**src/rtl/gen_pkg.sv**
```systemverilog
// rtl/gen_pkg.sv - shared types and helpers for the generator collector
package gen_pkg;

    localparam int GEN_WIDTH = 32;

    typedef enum logic [1:0] {
        IDLE    = 2'd0,
        LAUNCH  = 2'd1,
        COLLECT = 2'd2,
        DONE    = 2'd3
    } gen_state_t;

    // A value moves across the generator handshake only when both sides agree.
    function automatic logic gen_xfer(input logic ready, input logic valid);
        return ready && valid;
    endfunction

endpackage

```
**src/rtl/gen_fifo.sv**
```systemverilog
// rtl/gen_fifo.sv - first-word-fall-through FIFO for yielded generator values
module gen_fifo #(
    parameter int WIDTH = 32,
    parameter int DEPTH = 8
) (
    input  logic                     _clock,
    input  logic                     _reset,
    input  logic                     wr_en,
    input  logic [WIDTH-1:0]         wr_data,
    input  logic                     rd_en,
    output logic [WIDTH-1:0]         rd_data,
    output logic                     empty,
    output logic                     full,
    output logic [$clog2(DEPTH):0]   level
);

    localparam int AW = $clog2(DEPTH);
    localparam int LW = AW + 1;

    logic [WIDTH-1:0] mem [DEPTH];
    logic [AW-1:0]    wr_ptr;
    logic [AW-1:0]    rd_ptr;
    logic             rd_fire;
    logic             wr_fire;

    assign empty   = (level == '0);
    assign full    = (level == LW'(DEPTH));
    // A read in the same cycle frees the slot, so a full FIFO can still take a write.
    assign rd_fire = rd_en && !empty;
    assign wr_fire = wr_en && (!full || rd_fire);
    assign rd_data = mem[rd_ptr];

    // Storage array; contents need no reset because level gates visibility.
    always_ff @(posedge _clock) begin
        if (wr_fire) begin
            mem[wr_ptr] <= wr_data;
        end
    end

    // Pointers wrap naturally at the power-of-two depth; level tracks occupancy.
    always_ff @(posedge _clock or negedge _reset) begin
        if (!_reset) begin
            wr_ptr <= '0;
            rd_ptr <= '0;
            level  <= '0;
        end else begin
            if (wr_fire) begin
                wr_ptr <= wr_ptr + 1'b1;
            end
            if (rd_fire) begin
                rd_ptr <= rd_ptr + 1'b1;
            end
            unique case ({wr_fire, rd_fire})
                2'b10:   level <= level + 1'b1;
                2'b01:   level <= level - 1'b1;
                default: level <= level;
            endcase
        end
    end

endmodule

```
**src/rtl/gen_collector.sv**
```systemverilog
// rtl/gen_collector.sv - caller-side terminal that launches and drains a generator
module gen_collector
    import gen_pkg::*;
#(
    parameter int WIDTH = GEN_WIDTH,
    parameter int DEPTH = 8,
    parameter int CNT_W = 16
) (
    input  logic                   _clock,
    input  logic                   _reset,
    input  logic                   cmd_start,
    input  logic [WIDTH-1:0]       arg_base,
    input  logic [WIDTH-1:0]       arg_limit,
    input  logic [WIDTH-1:0]       arg_step,
    output logic                   gen_start,
    output logic                   gen_reset,
    output logic                   gen_ready,
    input  logic                   gen_valid,
    input  logic                   gen_done,
    input  logic [WIDTH-1:0]       gen_0,
    output logic [WIDTH-1:0]       gen_base,
    output logic [WIDTH-1:0]       gen_limit,
    output logic [WIDTH-1:0]       gen_step,
    input  logic                   rd_en,
    output logic [WIDTH-1:0]       rd_data,
    output logic                   empty,
    output logic [$clog2(DEPTH):0] level,
    output logic [CNT_W-1:0]       total,
    output logic                   busy,
    output logic                   finished
);

    gen_state_t state_q;
    gen_state_t state_d;
    logic       fifo_full;
    logic       rd_fire;
    logic       launch_acc;
    logic       push;

    assign rd_fire    = rd_en && !empty;
    assign launch_acc = cmd_start && ((state_q == IDLE) || (state_q == DONE));
    assign push       = (state_q == COLLECT) && gen_xfer(gen_ready, gen_valid);
    assign busy       = (state_q == LAUNCH) || (state_q == COLLECT);
    assign finished   = (state_q == DONE);

    gen_fifo #(
        .WIDTH (WIDTH),
        .DEPTH (DEPTH)
    ) u_fifo (
        ._clock  (_clock),
        ._reset  (_reset),
        .wr_en   (push),
        .wr_data (gen_0),
        .rd_en   (rd_en),
        .rd_data (rd_data),
        .empty   (empty),
        .full    (fifo_full),
        .level   (level)
    );

    // State register.
    always_ff @(posedge _clock or negedge _reset) begin
        if (!_reset) begin
            state_q <= IDLE;
        end else begin
            state_q <= state_d;
        end
    end

    // Next state and generator handshake; done/valid are only trusted in COLLECT.
    always_comb begin
        state_d   = state_q;
        gen_start = 1'b0;
        gen_reset = 1'b0;
        gen_ready = 1'b0;
        unique case (state_q)
            IDLE: begin
                gen_reset = 1'b1;
                if (cmd_start) begin
                    state_d = LAUNCH;
                end
            end
            LAUNCH: begin
                gen_start = 1'b1;
                state_d   = COLLECT;
            end
            COLLECT: begin
                gen_ready = !fifo_full || rd_fire;
                if (gen_done) begin
                    state_d = DONE;
                end
            end
            DONE: begin
                if (cmd_start) begin
                    state_d = LAUNCH;
                end
            end
            default: state_d = IDLE;
        endcase
    end

    // Argument latch on an accepted launch; cleared only by reset.
    always_ff @(posedge _clock or negedge _reset) begin
        if (!_reset) begin
            gen_base  <= '0;
            gen_limit <= '0;
            gen_step  <= '0;
        end else if (launch_acc) begin
            gen_base  <= arg_base;
            gen_limit <= arg_limit;
            gen_step  <= arg_step;
        end
    end

    // Per-run count of accepted values, saturating at all-ones.
    always_ff @(posedge _clock or negedge _reset) begin
        if (!_reset) begin
            total <= '0;
        end else if (launch_acc) begin
            total <= '0;
        end else if (push && (total != {CNT_W{1'b1}})) begin
            total <= total + 1'b1;
        end
    end

endmodule
```
**config.mk**
```make
export PLATFORM = sky130hd
export DESIGN_NAME = gen_collector
export DESIGN_NICKNAME = d
export VERILOG_FILES = /design/src/rtl/gen_pkg.sv /design/src/rtl/gen_fifo.sv /design/src/rtl/gen_collector.sv
export SDC_FILE = /design/constraint.sdc
export NUM_CORES = 1
export LEC_CHECK = 0
export CORE_MARGIN = 4
export CORE_UTILIZATION = 40
export CTS_BUF_LIST = sky130_fd_sc_hd__clkbuf_4 sky130_fd_sc_hd__clkbuf_8 sky130_fd_sc_hd__clkbuf_16
export DETAILED_ROUTE_END_ITERATION = 10
export GPL_ROUTABILITY_DRIVEN = 1
export HOLD_SLACK_MARGIN = 0.05
export PLACE_DENSITY = 0.73
export SLEW_MARGIN = 5
export SYNTH_ARGS = -nofsm -noshare
export SYNTH_HDL_FRONTEND = slang
export SYNTH_SLANG_ARGS = --single-unit
export TNS_END_PERCENT = 50
```
**constraint.sdc**
```tcl
create_clock -name _clock -period 8.2 [get_ports _clock]
set_clock_uncertainty 0.2 [all_clocks]
set_input_delay 1.64 -clock _clock [delete_from_list [all_inputs] [get_ports _clock]]
set_output_delay 1.64 -clock _clock [all_outputs]
set_load 0.005 [all_outputs]
```
### Word level (Yosys, flattened, before mapping)

Memories as Yosys holds them, arrays and structs flattened.
Cells that the tools add are included.

| word-level totals | value |
|---|---|
| bits in registers | 124 |
| memories | 1 |
| memory bits (writable) | 256 |
| logic and storage cells | 51 |
| output and inout port bits | 154 |
| bits of input ports | 134 |
| latch bits | 0 |
| memory bits (read-only) | 0 |

Memories:

| name | depth | bits a word | rd ports | clocked after Yosys merged registers in | write ports | RTL line | RTL |
|---|---|---|---|---|---|---|---|
| u_fifo.mem | 8 | 32 | 1 | 0 | 1 | gen_fifo.sv:20 | `logic [WIDTH-1:0] mem [DEPTH];` |

| cells by class | value |
|---|---|
| magnitude comparators | 0 |
| equality and inequality tests | 9 |
| add/subtract/negate cells | 5 |
| shift-type cells | 0 |
| bitwise operators | 0 |
| mux-type cells | 11 |
| div/mod/pow operators | 0 |
| reduce and logical (&&, ||, !) cells | 17 |
| multipliers | 0 |

Operator list:

| cell | number |
|---|---|
| $mux W16 | 2 |
| $add A16 B1 Y16 const B | 1 |
| $ne A16 B16 Y1 const B | 1 |
| $pmux W4 S2 | 1 |
| $add A3 B1 Y3 const B | 2 |
| $eq A2 B2 Y1 const B | 3 |
| $logic_and A1 B1 Y1 | 6 |
| $pmux W2 S3 | 1 |
| $mux W1 | 5 |
| $add A4 B1 Y4 const B | 1 |
| $eq A2 B1 Y1 const B | 2 |
| $eq A4 B4 Y1 const B | 1 |
| $logic_not A4 Y1 | 1 |
| $mux W2 | 2 |
| $reduce_bool A2 Y1 | 2 |
| $sub A4 B1 Y4 const B | 1 |
| $logic_or A1 B1 Y1 | 3 |
| $logic_not A1 Y1 | 2 |
| $logic_not A2 Y1 | 1 |
| $ne A2 B1 Y1 const B | 1 |
| $ne A2 B2 Y1 const B | 1 |
| $reduce_and A2 Y1 | 1 |
| $reduce_or A2 Y1 | 1 |

### Logic depth before layout (Yosys ltp)

| depth | value |
|---|---|
| depth in word-level cells | 10 |
| gate-level depth with buffers | 12 |
| gate-level depth less buffers | 11 |

### By module

Synthesis repeated with hierarchy kept, for this count alone.

| second synthesis, totals | value |
|---|---|
| cells, all modules | 966 |
| area, all modules | 15053.2 um^2 |

By module, submodules not included:

| module | area each (um^2) | cells each | seq. area each (um^2) | times used |
|---|---|---|---|---|
| gen_fifo | 10316.1 | 441 | 7937.6 | 1 |
| gen_collector | 4737.0 | 525 | 2852.7 | 1 |

### Least setup slack after synthesis

OpenSTA, ideal clock, no wires.

| path | value |
|---|---|
| path kind | input to register |
| start point | input rd_en |
| end point | memory u_fifo.mem[2][0], enable pin |
| path buffers | 1 |
| arrival time | 5.815 ns |
| data required time | 7.487 ns |
| setup time | 0.513 ns |
| cell stages on the path | 5 |
| setup slack | 1.672 ns |
| cells stage by stage | and2b_1 -> a21oi_2 -> inv_2 -> clkbuf_1 -> nor4b_1 |

| between the ends | value |
|---|---|
| cells in the longest elaborated chain, start to end | 8 |

RTL lines:

| what | RTL line | RTL |
|---|---|---|
| start: declaration | gen_collector.sv:24 | `input logic rd_en,` |
| $logic_and A1 B1 Y1 (*) | gen_fifo.sv:29, gen_collector.sv:40 |  |
| $logic_or A1 B1 Y1 (*) | gen_fifo.sv:30, gen_collector.sv:88 |  |
| $mux W1 | gen_collector.sv:76 | `unique case (state_q)` |
| $logic_and A1 B1 Y1 | gen_pkg.sv:15 | `return ready && valid;` |
| $logic_and A1 B1 Y1 | gen_collector.sv:42 | `assign push = (state_q == COLLECT) && gen_xfer(gen_ready, gen_valid);` |
| $logic_and A1 B1 Y1 (*) | gen_fifo.sv:30 | `assign wr_fire = wr_en && (!full \|\| rd_fire);` |
| $mux W1 (*) | gen_fifo.sv:35 | `if (wr_fire) begin` |
| $mux W1 (not written as such) (*) | gen_fifo.sv:36 | `mem[wr_ptr] <= wr_data;` |
| end: declaration | gen_fifo.sv:20 |  |

Mark *: on every way between the ends. The rest lies on a longest branch, timed or not.

### Final worst setup path

| path | value |
|---|---|
| start point | register u_fifo.rd_ptr[0] |
| end point | output rd_data[16] |

| between the ends | value |
|---|---|
| cells in the longest elaborated chain, start to end | 1 |

RTL lines:

| what | RTL line | RTL |
|---|---|---|
| start: declaration | gen_fifo.sv:22 | `logic [AW-1:0] rd_ptr;` |
| start signal: assignment | gen_fifo.sv:51 | `rd_ptr <= rd_ptr + 1'b1;` |
| $mem_v2 Z8 W32 | n/a |  |
| end: declaration | gen_collector.sv:25 | `output logic [WIDTH-1:0] rd_data,` |

No other way between the ends.

==> flow_summary.json <==
{
  "status": "complete, no violations",
  "post-cts-setup-buffers": 0,
  "hold_violations": 0,
  "io_buffers": 287,
  "cts-htree-levels": 2,
  "nets": 1396,
  "syn_nets": 1098,
  "cp.required_ns": 6.36,
  "drive_gt1_share_pct": 15.9,
  "yosysSeqAreaShare_pct": 72.6,
  "dpl.cell_count": 1675,
  "diodes": 0,
  "initial_utilization_pct": 40.6,
  "crit_arrival_ns": 3.44,
  "clock_path_buffers": 3,
  "core-area_um2": 36600,
  "ant_nets": 0,
  "insertion_delay_ns": 0.54,
  "synth-simple-area-share_pct": 10.3,
  "syn-mean-instance-area_um2": 15.6,
  "synth_xor_area_share_pct": 0.412,
  "firstDrtPassIters": 5,
  "multi_input_area_um2": 3920,
  "maxSlewHeadroom_pct": 32.4,
  "synthMuxAreaShare_pct": 12.5,
  "synth_area_um2": 14900,
  "cts.sinks": 380,
  "drcViolationCount": 0,
  "cp-start-kind": "flip-flop",
  "tightest_slew_ns": 1.01,
  "drtIter0Drc": 462,
  "synth_warnings": 0,
  "setup_slack_ns": 2.92,
  "netlist_instances": 952,
  "seq_area_um2": 10800,
  "mostFrequentLayoutCells": "nand2_1 (307), clkdlybuf4s50_1 (286), edfxtp_1 (256), dfrtp_1 (121), mux4_2 (64)",
  "layout_commonest_cell": "nand2_1",
  "gp_congestion": 0.816,
  "synth_cell_types": 48,
  "first_global_vias": 9594,
  "min_period_ns": 5.28,
  "wire_per_inst_um": 20.5,
  "worstSetupEndpointType": "output port",
  "vias": 8890,
  "drt_wl_total_mm": 35.9,
  "cts_resized": 0,
  "ys_dominant_reg_cell": "edfxtp_1",
  "grt_max_degree": 96,
  "final_core_util_pct": 53.9,
  "gr-total-overflow": 0,
  "pre_cts_ws_ns": 3.35,
  "die_w_um": 201,
  "numCtsBuffers": 41,
  "cts_tree": "yes",
  "cts_root_buf": "clkbuf_16",
  "rsz0062_at_grt": "false",
  "post-dp-hpwl_mm": 22.4,
  "drv_cap": 0,
  "synth-compound-area-share_pct": 1.61,
  "synth_top_family_by_area": "multiplexers",
  "path_clk_slew_ns": 0.06,
  "async_flop_share_pct": 32.6,
  "peakVddDrop_mv": 0.202,
  "final_max_slew_viol_count": 0,
  "tns_ns": 0,
  "ctsHoldBuffers": 0,
  "pwr_density_cell_nw_per_um2": 349,
  "dieArea_um2": 40300,
  "boundaryPins": 288,
  "antenna_found_initial": 3,
  "rows": 70,
  "path_max_fanout": 44,
  "grt_pass1_wl_mm": 55.7,
  "fill_cells": 2969,
  "ys_ff_latch": 380,
  "die-height_um": 201,
  "fin_cells": 1751,
  "hold_class": "reg2reg",
  "setup_violations": 0,
  "p_leak_nw": 7.49,
  "via_per_inst": 5.08,
  "fmax_mhz": 189,
  "area_growth_pct": 32.8,
  "post-route-period-util_pct": 64.4,
  "track_usage_pct": 17.7,
  "synth_enable_flop_cells": 256,
  "synth_fa_ha_area_share_pct": 1.06,
  "worstSetupPathType": "reg2out"
}
## synth_stat cells, types with 6 or more instances
cell type    n  area, um2
clkbuf_1    29        109
nand3_1      7       35.0
or4_1        8       60.1
nor4_1       6       37.5
o31ai_1      7       52.6
mux2_2      33        372
ha_1        11        138
inv_1        6       22.5
mux4_2      64       1440
a21oi_1     12       60.1
edfxtp_1   256       7690
buf_1        8       30.0
buf_2        7       35.0
dfrtp_1    124       3100
nand2_1    307       1150
## registers in the layout, indices dropped and copies added (netlist names)
name,count
u_fifo.level,4
gen_base,32
state_q,2
u_fifo.mem,256
gen_limit,32
u_fifo.rd_ptr,3
gen_step,32
u_fifo.wr_ptr,3
total,16
## layer usage
layer | GRT usage [%] | share of wire (%) | routed length (um)
met1 | 21.1 | 38 | 13700
met2 | 30.3 | 50 | 17900
met5 | 0 | 0.075 | 27
met3 | 7.01 | 9.7 | 3470
met4 | 4.89 | 2.5 | 892
## per-stage QoR
step                hold WS [ns]  power (mW)  area, um2
floorplan                  0.270        3.81      14900
global placement           0.257        5.01      18300
detailed placement         0.262        5.05      18300
CTS                        0.277        7.02      19700
global route               0.303        7.33      19700
finish                     0.271        6.90      19700
## critical path, stage by stage, from the launching register on
cell and delay (ns):
dfrtp_4 0.73, buf_4 0.74, mux4_2 0.59, mux2_2 0.27, clkdlybuf4s50_1 0.49
## final timing paths
path,start,end,slack [ns],cells past startpoint
max,u_fifo.rd_ptr[0],rd_data[16],2.92,4
min,gen_limit[28],gen_limit[28],0.27,2
max reg2reg,state_q[0],u_fifo.level[3],5.13,11
min reg2reg,gen_limit[28],gen_limit[28],0.27,2
max in group asynchronous,_reset,u_fifo.rd_ptr[0],5.37,2
min in group asynchronous,_reset,gen_base[31],0.95,1
## where the power goes
part,total (mW),internal [mW],leakage [nW],switching (mW)
Combinational,2.29,1.30,2.91,0.990
Sequential,2.68,2.40,3.86,0.275
Clock,1.93,1.18,0.720,0.752
Total,6.90,4.88,7.49,2.02
## cell families (layout without fill, tap and decap cells)
family / after synthesis / after routing
xor gates and xnor gates: 7 / 7
buffers and inverters: 53 / 384
DFF: 380 / 380
AOI/OAI and AO/OA: 36 / 36
muxes: 102 / 102
adders and majority gates: 12 / 12
and+or+nand+nor: 362 / 362
## cell type report
| cell class | instances | share of cell area [%] |
|---|---|---|
| clock buffers | 56 | 5.98 |
| clock inverters | 20 | 1.33 |
| inverters | 7 | 0.133 |
| multi-input cells | 519 | 19.8 |
| flip-flops and latches | 380 | 54.7 |
| well taps | 468 | 2.97 |
| repair buffers | 301 | 15.1 |
(Power assumes the default switching activity.)
